===== config.mk =====
export PLATFORM = sky130hd
export DESIGN_NAME = layer_arbiter
export DESIGN_NICKNAME = d
export VERILOG_FILES = /design/src/rtl/layer_arbiter.sv
export SDC_FILE = /design/constraint.sdc
export NUM_CORES = 1
export LEC_CHECK = 0
export ABC_CLOCK_PERIOD_IN_PS = 1400
export CAP_MARGIN = 20
export CORE_ASPECT_RATIO = 0.7
export CORE_MARGIN = 1.5
export CORE_UTILIZATION = 39
export DETAILED_ROUTE_END_ITERATION = 7
export PLACE_DENSITY = 0.75
export SYNTH_ARGS = -nofsm -noshare
export SYNTH_HDL_FRONTEND = slang
export SYNTH_SLANG_ARGS = --single-unit

===== constraint.sdc =====
create_clock -name pclk -period 1.4 [get_ports pclk]
set_input_delay 0.28 -clock pclk [delete_from_list [all_inputs] [get_ports pclk]]
set_output_delay 0.28 -clock pclk [all_outputs]
set_load 0.01 [all_outputs]

===== src/rtl/layer_arbiter.sv =====
// Two-stage per-pixel compositor for four VGA layers, with frame-boundary
// shadowing of layer enables and player order, player collision report and frame counter.
module layer_arbiter #(
  parameter logic [11:0] BG_RGB = 12'h000,
  parameter int          FCNT_W = 16
) (
  input  logic              pclk,
  input  logic              rst_n,
  input  logic [10:0]       hcount_in,
  input  logic [10:0]       vcount_in,
  input  logic              hsync_in,
  input  logic              vsync_in,
  input  logic              hblnk_in,
  input  logic              vblnk_in,
  input  logic [3:0]        req_in,
  input  logic [11:0]       rgb0_in,
  input  logic [11:0]       rgb1_in,
  input  logic [11:0]       rgb2_in,
  input  logic [11:0]       rgb3_in,
  input  logic [3:0]        cfg_en,
  input  logic              cfg_swap,
  output logic [10:0]       hcount_out,
  output logic [10:0]       vcount_out,
  output logic              hsync_out,
  output logic              vsync_out,
  output logic              hblnk_out,
  output logic              vblnk_out,
  output logic [11:0]       rgb_out,
  output logic              collision,
  output logic              frame_tick,
  output logic [FCNT_W-1:0] frame_cnt
);

  logic        r_vblnk_prev;
  logic [3:0]  r_en_sh;
  logic        r_swap_sh;
  logic        r_hit_acc;

  logic [11:0] r_rgb_d1;
  logic        r_blank_d1;
  logic [10:0] r_hcount_d1;
  logic [10:0] r_vcount_d1;
  logic        r_hsync_d1;
  logic        r_vsync_d1;
  logic        r_hblnk_d1;
  logic        r_vblnk_d1;

  logic        w_fb;
  logic        w_hit;
  logic [3:0]  w_ereq;
  logic [11:0] w_win_rgb;

  assign w_fb   = vblnk_in & ~r_vblnk_prev;
  assign w_ereq = req_in & r_en_sh;
  assign w_hit  = ~hblnk_in & ~vblnk_in & w_ereq[1] & w_ereq[2];

  // UI always wins; swap only reorders the two player layers
  always_comb begin
    w_win_rgb = BG_RGB;
    if (w_ereq[0])
      w_win_rgb = rgb0_in;
    else if (r_swap_sh ? w_ereq[2] : w_ereq[1])
      w_win_rgb = r_swap_sh ? rgb2_in : rgb1_in;
    else if (r_swap_sh ? w_ereq[1] : w_ereq[2])
      w_win_rgb = r_swap_sh ? rgb1_in : rgb2_in;
    else if (w_ereq[3])
      w_win_rgb = rgb3_in;
  end

  always_ff @(posedge pclk or negedge rst_n) begin
    if (!rst_n) begin
      r_vblnk_prev <= 1'b0;
      r_en_sh      <= 4'b1111;
      r_swap_sh    <= 1'b0;
      r_hit_acc    <= 1'b0;
      collision    <= 1'b0;
      frame_tick   <= 1'b0;
      frame_cnt    <= '0;
    end else begin
      r_vblnk_prev <= vblnk_in;
      frame_tick   <= w_fb;
      if (w_fb) begin
        r_en_sh   <= cfg_en;
        r_swap_sh <= cfg_swap;
        collision <= r_hit_acc;
        r_hit_acc <= 1'b0;
        frame_cnt <= frame_cnt + FCNT_W'(1);
      end else if (w_hit) begin
        r_hit_acc <= 1'b1;
      end
    end
  end

  always_ff @(posedge pclk or negedge rst_n) begin
    if (!rst_n) begin
      r_rgb_d1    <= 12'h000;
      r_blank_d1  <= 1'b0;
      r_hcount_d1 <= 11'd0;
      r_vcount_d1 <= 11'd0;
      r_hsync_d1  <= 1'b0;
      r_vsync_d1  <= 1'b0;
      r_hblnk_d1  <= 1'b0;
      r_vblnk_d1  <= 1'b0;
      rgb_out     <= 12'h000;
      hcount_out  <= 11'd0;
      vcount_out  <= 11'd0;
      hsync_out   <= 1'b0;
      vsync_out   <= 1'b0;
      hblnk_out   <= 1'b0;
      vblnk_out   <= 1'b0;
    end else begin
      r_rgb_d1    <= w_win_rgb;
      r_blank_d1  <= hblnk_in | vblnk_in;
      r_hcount_d1 <= hcount_in;
      r_vcount_d1 <= vcount_in;
      r_hsync_d1  <= hsync_in;
      r_vsync_d1  <= vsync_in;
      r_hblnk_d1  <= hblnk_in;
      r_vblnk_d1  <= vblnk_in;
      rgb_out     <= r_blank_d1 ? 12'h000 : r_rgb_d1;
      hcount_out  <= r_hcount_d1;
      vcount_out  <= r_vcount_d1;
      hsync_out   <= r_hsync_d1;
      vsync_out   <= r_vsync_d1;
      hblnk_out   <= r_hblnk_d1;
      vblnk_out   <= r_vblnk_d1;
    end
  end

endmodule


==> results.tsv <==
metric	value	unit
dieHeight	84.3	µm
tightest_slew	0.405	ns
whs_endpoint	vcount_out[0]	
combPwrFrac	23.3	%
power.switching	2120	µW
reg2regPathDepth	6	
grt_overflow	0	
synth_cells	271	
gp_routability_congestion	0.853	
grt_pass1_wl	14400	µm
wirelength	9260	µm
violations	negative setup slack	
syn-num-nets	357	
pwr-share-clk	32.2	%
rrSetupSlack	-0.17	ns
leakage	0.00274	µW
vdd_drop_max	0.722	mV
crit_fanout	3	
holdPathStages	0	
multi_input_area	1290	µm²
holdWs	0.350	ns
n_antenna_cell	0	
clock-sinks	101	
synth-edff-count	0	
cts_buffers	9	
p_int	5460	µW
grt_max_degree	59	
worstSetupEndpointType	register	
cts-root-buf	clkbuf_16	
grt_pass1_vias	2815	
yosysSeqAreaShare	68.7	%
seq_area	2530	µm²
syn_to_final_growth	60.0	%
mostFrequentLayoutCells	95 x dfrtp_1, 83 x clkdlybuf4s50_1, 50 x dlygate4sd2_1, 24 x a21oi_1, 23 x buf_4	
skew	0.0108	ns
r2r-start	frame_cnt[1]	
min-delay-start	r_vcount_d1[0]	
relSlewSlack	73.0	%
switching_share	28.0	%
period_share	112	%
port-buffer-count	140	
fin_crit	1.57	ns
synth_area_leader_cell	dfrtp_1	
clock_latency	0.34	ns
fp-row-count	29	
h-tree-depth	3	
ant_nets	0	
slew_violations	0	
synth_flop_cell	dfrtp_1	
cts_max_path_buffers	2	
synth_area	3690	µm²
start_util	40.5	%
netlist.area_leader.share	65.9	%
viasPerCell	4.85	
finalSetupViolations	21	
finalPower	7570	µW
seqPwrFrac	44.5	%
synthTopCellsByArea	dfrtp_1 66%, a21oi_1 3.3%, mux2i_1 3.3%	
rsz0062_at_grt	true	
dp_hpwl	6360	µm
yosysWarnings	0	
route.detailed.drc	0	
layout-drive-gt1-share	21.5	%
stdcell_count	571	
fillers	707	
crit_required	1.65	ns
ys_async_sr_fraction	100	%
arrival	1.83	ns
grt.total_usage	18.6	%
drt-pass1-iter-count	4	
r2r-end	frame_cnt[10]	
final_nets	528	
final_common_cell	dfrtp_1	
io_pins	141	
syn_avg_cell_area	13.6	µm²
path_clk_slew	0.08	ns
dpl.cell_count	541	
drv_cap	0	
cts_tree	done	
first_iter_violations	100	
yosysUniqueCellTypes	31	
hold_path.class	register to register	
design.core.area	9110	µm²
status	complete, but fails checks	
synth-seq-cells	101	
die_area	10100	µm²
antenna_found_initial	0	
hold_viol	0	
start_kind	register	
vias	2770	
wl_per_cell	16.2	µm
fmax	636	MHz
setup_ws	-0.172	ns
die_w	119	µm
path_class	register to register	
powerDensity	1280	nW/µm²
## cell type report
| cell class | count | area share (%) |
|---|---|---|
| Multi-Input combinational cell | 157 | 21.9 |
| Clock buffer | 9 | 3.82 |
| Tap cell | 124 | 2.63 |
| Clock inverter | 7 | 1.29 |
| Inverter | 2 | 0.127 |
| Sequential cell | 101 | 43.0 |
| Timing Repair Buffer | 171 | 27.3 |
## through the flow
step / setup WS, ns / setup TNS (ns) / instance area, µm² / util, %
global route: -0.242 / -1.96 / 5900 / 64.7
detailed placement: -0.402 / -9.34 / 5370 / 58.9
CTS: -0.170 / -0.503 / 5740 / 63.0
global placement: -0.327 / -7.74 / 5370 / 58.9
finish: -0.172 / -1.05 / 5900 / 64.7
floorplan: -0.0226 / -0.0345 / 3690 / -
## cells in the mapped netlist, drive strengths merged, types with 6 or more instances
cell and n:
buf 7, mux2i 12, nor2b 13, xor2 6
mux2 8, nand2 8, a21oi 24, nand2b 12
o2bb2ai 12, clkbuf 6, xnor2 9, dfrtp 97
a22o 12, nor2 16
## per-layer routing
layer / part of all wire (%) / routed length [µm] / up-vias / global-route usage [%]
li1: - / - / 1282 / -
met1: 44 / 4110 / 1354 / 24.8
met2: 47 / 4320 / 125 / 28.5
met3: 7.6 / 701 / 9 / 6.93
met4: 1.3 / 121 / 0 / 6.02
met5: 0 / 0 / - / 0
## worst max path at each step
stage / startpoint / end / slack, ns / cells past startpoint
after floorplan: frame_cnt[1] / frame_cnt[10] / -0.02 / 5
after global placement: vblnk_in / frame_cnt[13] / -0.33 / 5
after detailed placement: vblnk_in / frame_cnt[10] / -0.40 / 5
after CTS: frame_cnt[1] / frame_cnt[10] / -0.17 / 6
after global routing: frame_cnt[1] / frame_cnt[10] / -0.24 / 6
final: frame_cnt[1] / frame_cnt[10] / -0.17 / 6
## cell families (layout without fill, tap and decap cells)
group / Yosys count / in the layout / synth area share, %
AO/OA/AOI/OAI: 51 / 52 / 9.64
buffers and inverters: 15 / 189 / 1.77
multiplexers: 20 / 21 / 5.70
XOR/XNOR: 15 / 15 / 3.56
flip-flops: 101 / 101 / 68.7
AND/OR/NAND/NOR: 68 / 68 / 10.3
adder cells (fa/ha/maj): 1 / 1 / 0.339
## registers in the layout, indices dropped and copies added, names as in the netlist, 4 cells and up
signal / cells
r_vcount_d1: 11
hcount_out: 11
r_rgb_d1: 12
rgb_out: 12
r_hcount_d1: 11
r_en_sh: 4
vcount_out: 11
frame_cnt: 16
## power by group through the flow
| stage | Clock, µW | Sequential [µW] | Combinational [µW] |
|---|---|---|---|
| 4_1_cts | 2500 | 3360 | 1650 |
| 3_5_place_dp | 0 | 3440 | 1580 |
| 5_1_grt | 2630 | 3410 | 1900 |
| 2_1_floorplan | 0 | 3510 | 569 |
| 3_3_place_gp | 0 | 3430 | 1520 |
| 6_report | 2440 | 3370 | 1760 |
## worst max-delay path, cell delays in order (launching register included)
cell and delay [ns]:
dfrtp_1 0.37, buf_6 0.11, ha_4 0.14, nand4b_1 0.13, or3_4 0.40, nor3_4 0.16
xor2_1 0.17
## repair_timing
action / 4_1_cts / 5_1_grt
resized for setup: 77 / 29
buffers inserted: 8 / 4
gates cloned: 1 / 1
hold endpoints to repair: 97 / 0
pin swaps: 6 / 12
hold buffers: 1 / 0
endpoints found under the setup margin: 75 / 25
Power figures use the tool's default switching activity.
